File: src/rtl/seg7_scan_driver.sv
// Multiplexes a 4-digit packed BCD value onto a shared 7-segment display.
// Snapshots inputs once per frame, with leading-zero blanking, blinking and an error glyph.
module seg7_scan_driver #(
  parameter int SCAN_DIV   = 50000,
  parameter int BLINK_DIV  = 50,
  parameter bit ACTIVE_LOW = 1'b1
) (
  input  logic        clk,
  input  logic        rst,
  input  logic [15:0] Qdata,
  input  logic [3:0]  blink,
  input  logic        lz_en,
  output logic [6:0]  seg,
  output logic [3:0]  an,
  output logic        frame_tick
);

  localparam int PRE_W  = (SCAN_DIV > 2) ? $clog2(SCAN_DIV) : 1;
  localparam int FCNT_W = (BLINK_DIV > 1) ? $clog2(BLINK_DIV) : 1;
  localparam logic [PRE_W-1:0]  PRE_MAX  = PRE_W'(SCAN_DIV - 1);
  localparam logic [FCNT_W-1:0] FCNT_MAX = FCNT_W'(BLINK_DIV - 1);
  localparam logic [6:0] SEG_OFF = ACTIVE_LOW ? 7'h7F : 7'h00;
  localparam logic [3:0] AN_OFF  = ACTIVE_LOW ? 4'hF : 4'h0;

  logic [PRE_W-1:0]  pre_q, pre_d;
  logic [1:0]        idx_q, idx_d;
  logic [FCNT_W-1:0] fcnt_q, fcnt_d;
  logic              phase_q, phase_d;
  logic              primed_q, primed_d;
  logic [15:0]       snap_data_q, snap_data_d;
  logic [3:0]        snap_blink_q, snap_blink_d;
  logic              snap_lz_q, snap_lz_d;
  logic              frame_tick_q, frame_tick_d;
  logic [6:0]        seg_q, seg_d;
  logic [3:0]        an_q, an_d;

  logic              pre_wrap;
  logic              frame_end;

  assign pre_wrap  = (pre_q == PRE_MAX);
  assign frame_end = pre_wrap && (idx_q == 2'd3);

  // Scan timing, frame-end snapshot and blink phase.
  always_comb begin
    pre_d        = pre_wrap ? '0 : pre_q + PRE_W'(1);
    idx_d        = pre_wrap ? idx_q + 2'd1 : idx_q;
    fcnt_d       = fcnt_q;
    phase_d      = phase_q;
    primed_d     = primed_q | frame_end;
    snap_data_d  = snap_data_q;
    snap_blink_d = snap_blink_q;
    snap_lz_d    = snap_lz_q;
    frame_tick_d = frame_end;
    if (frame_end) begin
      snap_data_d  = Qdata;
      snap_blink_d = blink;
      snap_lz_d    = lz_en;
      if (fcnt_q == FCNT_MAX) begin
        fcnt_d  = '0;
        phase_d = ~phase_q;
      end else begin
        fcnt_d = fcnt_q + FCNT_W'(1);
      end
    end
  end

  logic [3:0] nib;
  logic [3:0] nib1, nib2, nib3;
  logic       lz_dark;
  logic       blink_dark;
  logic       lit;
  logic [6:0] glyph;
  logic [6:0] seg_hi;
  logic [3:0] an_hi;

  assign nib1 = snap_data_q[7:4];
  assign nib2 = snap_data_q[11:8];
  assign nib3 = snap_data_q[15:12];

  always_comb begin
    nib = snap_data_q[{idx_q, 2'b00} +: 4];
    lz_dark = 1'b0;
    case (idx_q)
      2'd3:    lz_dark = (nib3 == 4'd0);
      2'd2:    lz_dark = (nib3 == 4'd0) && (nib2 == 4'd0);
      2'd1:    lz_dark = (nib3 == 4'd0) && (nib2 == 4'd0) && (nib1 == 4'd0);
      default: lz_dark = 1'b0;
    endcase
    lz_dark    = lz_dark & snap_lz_q;
    blink_dark = snap_blink_q[idx_q] & phase_q;
    lit        = primed_q & ~lz_dark & ~blink_dark;
    case (nib)
      4'd0:    glyph = 7'h3F;
      4'd1:    glyph = 7'h06;
      4'd2:    glyph = 7'h5B;
      4'd3:    glyph = 7'h4F;
      4'd4:    glyph = 7'h66;
      4'd5:    glyph = 7'h6D;
      4'd6:    glyph = 7'h7D;
      4'd7:    glyph = 7'h07;
      4'd8:    glyph = 7'h7F;
      4'd9:    glyph = 7'h6F;
      default: glyph = 7'h79;
    endcase
    seg_hi = lit ? glyph : 7'h00;
    an_hi  = lit ? (4'b0001 << idx_q) : 4'h0;
    seg_d  = ACTIVE_LOW ? ~seg_hi : seg_hi;
    an_d   = ACTIVE_LOW ? ~an_hi : an_hi;
  end

  always_ff @(posedge clk) begin
    if (rst) begin
      pre_q        <= '0;
      idx_q        <= 2'd0;
      fcnt_q       <= '0;
      phase_q      <= 1'b0;
      primed_q     <= 1'b0;
      snap_data_q  <= 16'h0000;
      snap_blink_q <= 4'h0;
      snap_lz_q    <= 1'b0;
      frame_tick_q <= 1'b0;
      seg_q        <= SEG_OFF;
      an_q         <= AN_OFF;
    end else begin
      pre_q        <= pre_d;
      idx_q        <= idx_d;
      fcnt_q       <= fcnt_d;
      phase_q      <= phase_d;
      primed_q     <= primed_d;
      snap_data_q  <= snap_data_d;
      snap_blink_q <= snap_blink_d;
      snap_lz_q    <= snap_lz_d;
      frame_tick_q <= frame_tick_d;
      seg_q        <= seg_d;
      an_q         <= an_d;
    end
  end

  assign seg        = seg_q;
  assign an         = an_q;
  assign frame_tick = frame_tick_q;

endmodule

File: config.mk
export PLATFORM = sky130hd
export DESIGN_NAME = seg7_scan_driver
export DESIGN_NICKNAME = d
export VERILOG_FILES = /design/src/rtl/seg7_scan_driver.sv
export SDC_FILE = /design/constraint.sdc
export NUM_CORES = 1
export LEC_CHECK = 0
export CAP_MARGIN = 20
export CORE_AREA = 2 2 73 103
export CTS_BUF_LIST = sky130_fd_sc_hd__clkbuf_8
export DETAILED_ROUTE_END_ITERATION = 10
export DIE_AREA = 0 0 75 105
export HOLD_SLACK_MARGIN = 0.12
export PLACE_DENSITY = 0.69
export SYNTH_ARGS = -nofsm -noshare
export SYNTH_HDL_FRONTEND = slang
export SYNTH_SLANG_ARGS = --single-unit
File: constraint.sdc
create_clock -name clk -period 3.05 [get_ports clk]
set_clock_uncertainty 0.15 [all_clocks]
set_input_delay 0.61 -clock clk [delete_from_list [all_inputs] [get_ports clk]]
set_output_delay 0.61 -clock clk [all_outputs]
set_load 0.005 [all_outputs]
After elaboration in Yosys (flattened, before gate mapping)

Memories as Yosys holds them, arrays and structs flattened.
Cells that the tools add are included.
Widths: inputs -> output; s select.

Equal/unequal tests: 5
$add $sub $neg: 3
Bitwise operators: 10
Mux-type cells: 6
Shift-type cells: 2
Reductions and logical operators: 8
Magnitude comparators: 1

Operators with widths:

| operator              | number |
|---|---|
| $add 16x1->16 const B | 1 |
| $eq 16x16->1 const B  | 1 |
| $shiftx 16x5->4       | 1 |
| $logic_not 4->1       | 3 |
| $mux 7                | 1 |
| $not 7->7             | 1 |
| $add 6x1->6 const B   | 1 |
| $eq 6x6->1 const B    | 1 |
| $mux 6                | 1 |
| $and 1x1->1           | 4 |
| $eq 2x2->1 const B    | 2 |
| $mux 4                | 1 |
| $not 4->4             | 1 |
| $shl 1x2->4 const A   | 1 |
| $logic_and 1x1->1     | 3 |
| $lt 2x3->1 const B    | 1 |
| $not 1->1             | 3 |
| $pmux 1 s3            | 1 |
| $add 2x1->2 const B   | 1 |
| $bmux 1 s2            | 1 |
| $eq 2x1->1 const B    | 1 |
| $reduce_and 2->1      | 1 |
| $reduce_or 2->1       | 1 |
| $mux 1                | 1 |
| $or 1x1->1            | 1 |

Bits in read-only memories: 112
Input port bits: 23
Memories kept: 1
Register bits after elaboration: 59
Output and inout bits: 12
Logic and storage cells: 47

Memory list:

| name            | depth | bits a word | rd ports | clocked after memory_dff | write ports | RTL line | source |
|---|---|---|---|---|---|---|---|
| (no name shown) | 16    | 7           | 1        | 0                        | 0           | 92       | `case (nib)` |

Longest topological paths before layout

Word-level depth: 10
Mapped depth: 7

Worst setup path after synthesis

OpenSTA, ideal clock, no wires.

Path kind: register to register
Start: register pre_q[12]
End: register snap_blink_q[2]
Setup slack: 782 ps
Path buffers: 2
Data arrival time: 1986 ps
Clock period less this slack: 2268 ps
Stages on the path, launching flop included: 7
Setup time: 132 ps
Data required time: 2768 ps
Path through: dfxtp_1 > or4_4 > or4_4 > clkbuf_1 > clkbuf_1 > o21ai_0 > a21oi_1

Longest elaborated chain between the ends: 2

Ends and longest elaborated chain:

| what                   | RTL line | source |
|---|---|---|
| from (decl)            | 25       | `logic [PRE_W-1:0] pre_q, pre_d;` |
| from (signal assigned) | 125      | `pre_q <= pre_d;` |
| $eq 16x16->1           | 40       | `assign pre_wrap = (pre_q == PRE_MAX);` |
| $logic_and 1x1->1      | 41       | `assign frame_end = pre_wrap && (idx_q == 2'd3);` |
| to (signal assigned)   | 131      | `snap_blink_q <= snap_blink_d;` |
| to (decl)              | 31       | `logic [3:0] snap_blink_q, snap_blink_d;` |

Every way passes these cells.
A chain may end at the register's enable or synchronous reset.

Worst setup path after layout

Start: register pre_q[12]
End: register fcnt_q[1]

Longest elaborated chain between the ends: 2

Ends and longest elaborated chain:

| what                 | RTL line | source |
|---|---|---|
| $eq 16x16->1         | 40       |  |
| $logic_and 1x1->1    | 41       |  |
| to (signal assigned) | 127      | `fcnt_q <= fcnt_d;` |
| to (decl)            | 27       | `logic [FCNT_W-1:0] fcnt_q, fcnt_d;` |

Every way passes these cells.

==> results.txt <==
- The run finished with clean final reports.
- Summing the sequential cell areas from Yosys gives 43.76% of the chip area.
* Overall routing resource usage: 16.57%
- The number of nets in the synthesized netlist is 336.
- For the worst-skew pair, the clock arrives at the later sink with an insertion delay of 0.34 ns.
- Max transition margin: 46.00%
- Unrepaired setup endpoints after global routing: false
- In the routed layout, each cell is associated on average with a via count of 5.336.
* Pin count of the biggest net entering global routing: 32
- Required time of the worst setup path: 3.17 ns
- For this design the ratio of total power to cell area is 447.0 mW/mm^2.
- Cells fill 47.60% of the core in the end.
- In this run the deepest clock path goes through 2 buffers.
- Clock Pin Slew Worst Setup and Hold Paths: 0.06 ns
* Number of iterations in the first detailed-routing pass: 4
* Arrival time reported for the critical path endpoint: 2.63 ns
- In this run the worst hold path is classified as flop to flop.
* Final cycle utilization of the critical path: 82.50%
- Summing every instance area after synthesis gives 0.002699 sq mm.
- Placeable Area: 0.006892 sq mm
- The worst setup path is captured at a flop.
- In the final design database the tool counted 363 nets.
- Final-report max-slew violation count: 0
- Final total negative setup slack: 0 ns
- STA classifies the critical path startpoint as a flop.
- After floorplanning, the core was divided into 36 placement rows.
- Critical path peak fanout: 31
- Total power for the finished layout comes to 0.001467 W.
* Top-level I/O count: 35
- For this run, design rule violations remaining after detail routing come to 0.
- The repair_antennas step left the layout with diodes totalling 0.
- Clock tree from TritonCTS: yes
- The setup path with the least slack is of type flop to flop.
- After detailed placement, the total cell area comes to 0.003102 sq mm.
* Post CTS Setup Buffer Count: 0
- Setup violation total in the final timing report: 0
- Grt total ovfl: 0
* Routed WL: 5938 microns
- Post-route cell area: 0.003281 sq mm
- Subtracting the final worst setup slack from the clock period gives 2.516 ns.
* Leakage dissipation: 1.100 nW
- IO buf count: 34
- The hold violation count in the final report was 0.
- Syn Area/Cell: 9.026 sq um
* Final antenna-violating net count: 0
- Count of distinct cell types in the synthesized netlist: 45
- Height of the die: 105 microns
- Number of hold-repair buffers added at the cts stage: 0
- Number of antenna violations at the first check in global routing: 0
- At the pin with the least slew margin, the transition time is 0.8091 ns.
- Number of violations reported at the end of detailed-routing iteration 0: 92
- The floorplan step set the die width to 75 microns.
- From synthesis to final layout, the design area changed by 21.56%.
- Synthesis-stage register bit count: 59
- Number of warnings reported in the yosys synthesis log: 0
* Ys async rst share: 0%
- CTS built an H-tree with a depth of 3.
* Cells resized by post-CTS repair: 0
- The first global-routing pass estimated 9984 microns of wire.
* Final GP Congestion: 0.8106
* Most used flip-flop cell after synthesis: sky130_fd_sc_hd__dfxtp_1
- Most frequent cells in the layout: 59 x sky130_fd_sc_hd__dfxtp_1, 34 x sky130_fd_sc_hd__clkdlybuf4s50_1, 33 x sky130_fd_sc_hd__nand3_1
- Gate count after technology mapping: 299
- Routed wirelength normalized by instance count: 13.97 microns
- Vias: 2268
- Detailed placement ended at an HPWL of 4131 microns.
- Across the run, the number of max-cap violations was 0.
- Most common cell after layout, fill and taps aside: sky130_fd_sc_hd__dfxtp_1
- Initial standard-cell utilization of the core: 39.16%
- In the final layout, the share of cells above drive strength 1 is 8.182%.
- Worst vdd rail ir drop: 0.0002227 V
* Total clock buffers created by CTS: 9
- Achievable clock frequency: 0.3974 GHz
- Counting flops with a built-in enable in the synthesized netlist gives 0.
- The die covers 0.007875 sq mm.
- Number of global-route vias before repair: 2163
- Clock root buffer: sky130_fd_sc_hd__clkbuf_8
- Clock tree synthesis found a total of 59 sinks.
critical path, cell delays in order, from the launching register on:
cell and delay [ns]:
sky130_fd_sc_hd__dfxtp_1 0.36, sky130_fd_sc_hd__or4_4 0.59, sky130_fd_sc_hd__or4_4 0.70, sky130_fd_sc_hd__or4_1 0.51, sky130_fd_sc_hd__a21oi_1 0.14
flip-flops by register name (all words and copies together) (netlist names), 2 cells and up:
name / flops
seg: 7
snap_data_q: 16
idx_q: 2
snap_blink_q: 4
fcnt_q: 6
an: 4
pre_q: 16
logic make-up (layout without fill, tap and decap cells):
kind of cell | after synthesis | count (layout) | share of synthesized area, %
multiplexers | 7 | 7 | 4.914
buffers and inverters | 32 | 63 | 4.590
AND/OR/NAND/NOR | 98 | 98 | 20.07
flip-flops | 59 | 59 | 43.76
adder cells (fa/ha/maj) | 14 | 14 | 6.491
XOR/XNOR | 13 | 13 | 4.219
AO/OA/AOI/OAI | 76 | 76 | 15.95
cells in the mapped netlist (2+ instances only):
cell type	n	share of area (%)
sky130_fd_sc_hd__mux2i_1	2	0.74
sky130_fd_sc_hd__nor2b_1	2	0.46
sky130_fd_sc_hd__nand3_1	33	6.1
sky130_fd_sc_hd__clkbuf_1	20	2.8
sky130_fd_sc_hd__o311ai_0	2	0.65
sky130_fd_sc_hd__xor2_1	10	3.2
sky130_fd_sc_hd__dfxtp_1	59	44
sky130_fd_sc_hd__and3_1	4	0.93
sky130_fd_sc_hd__and4_1	4	1.3
sky130_fd_sc_hd__mux4_2	5	4.2
sky130_fd_sc_hd__o21ai_0	30	5.6
sky130_fd_sc_hd__nand4_1	5	1.2
sky130_fd_sc_hd__a21oi_1	31	5.7
sky130_fd_sc_hd__or4_1	2	0.56
sky130_fd_sc_hd__inv_1	10	1.4
sky130_fd_sc_hd__nor4_1	2	0.46
sky130_fd_sc_hd__ha_1	14	6.5
sky130_fd_sc_hd__or4_4	2	0.83
sky130_fd_sc_hd__or3_1	3	0.70
sky130_fd_sc_hd__nor3b_1	2	0.56
sky130_fd_sc_hd__nor2_1	22	3.1
sky130_fd_sc_hd__xnor2_1	3	0.97
sky130_fd_sc_hd__nand2_1	10	1.4
per-stage QoR:
| stage | worst slack [ns] | instances | hold slack, ns |
|---|---|---|---|
| after floorplan | 0.7819 | 299 | 0.2760 |
| after global placement | 0.5917 | 410 | 0.2959 |
| after detailed placement | 0.5577 | 410 | 0.3139 |
| after CTS | 0.5438 | 425 | 0.3225 |
| after global routing | 0.3876 | 425 | 0.3438 |
| final | 0.5337 | 425 | 0.3233 |
layer usage:
metal | vias up | track usage, % | routed length (microns)
met5 | - | 0 | 0
met4 | 0 | 7.908 | 131
met3 | 10 | 4.147 | 225
met2 | 48 | 27.44 | 3069
met1 | 1076 | 19.32 | 2511
li1 | 1134 | - | -
layout make-up:
cell class	instances	area, sq um
tap	95	118.9
multi-input combinational	208	1394
timing repair buffer	38	370.4
fill	662	3611
clock inverter	3	13.76
clock buffer	12	165.2
sequential	59	1181
inverter	10	37.54
final timing paths:
path,slack (ns),startpoint,to,depth (start not counted)
max,0.53,pre_q[12],fcnt_q[1],4
min,0.32,snap_blink_q[3],snap_blink_q[3],2
max reg2reg,0.53,pre_q[12],fcnt_q[1],4
min reg2reg,0.32,snap_blink_q[3],snap_blink_q[3],2
where the power goes:
| part | leakage, nW | internal, W | switching [W] |
|---|---|---|---|
| combinational | 0.525 | 0.0000300 | 0.0000176 |
| clock | 0.0994 | 0.000351 | 0.000291 |
| sequential | 0.476 | 0.000774 | 0.00000326 |
| total | 1.10 | 0.00115 | 0.000312 |
(Power assumes the default switching activity.)
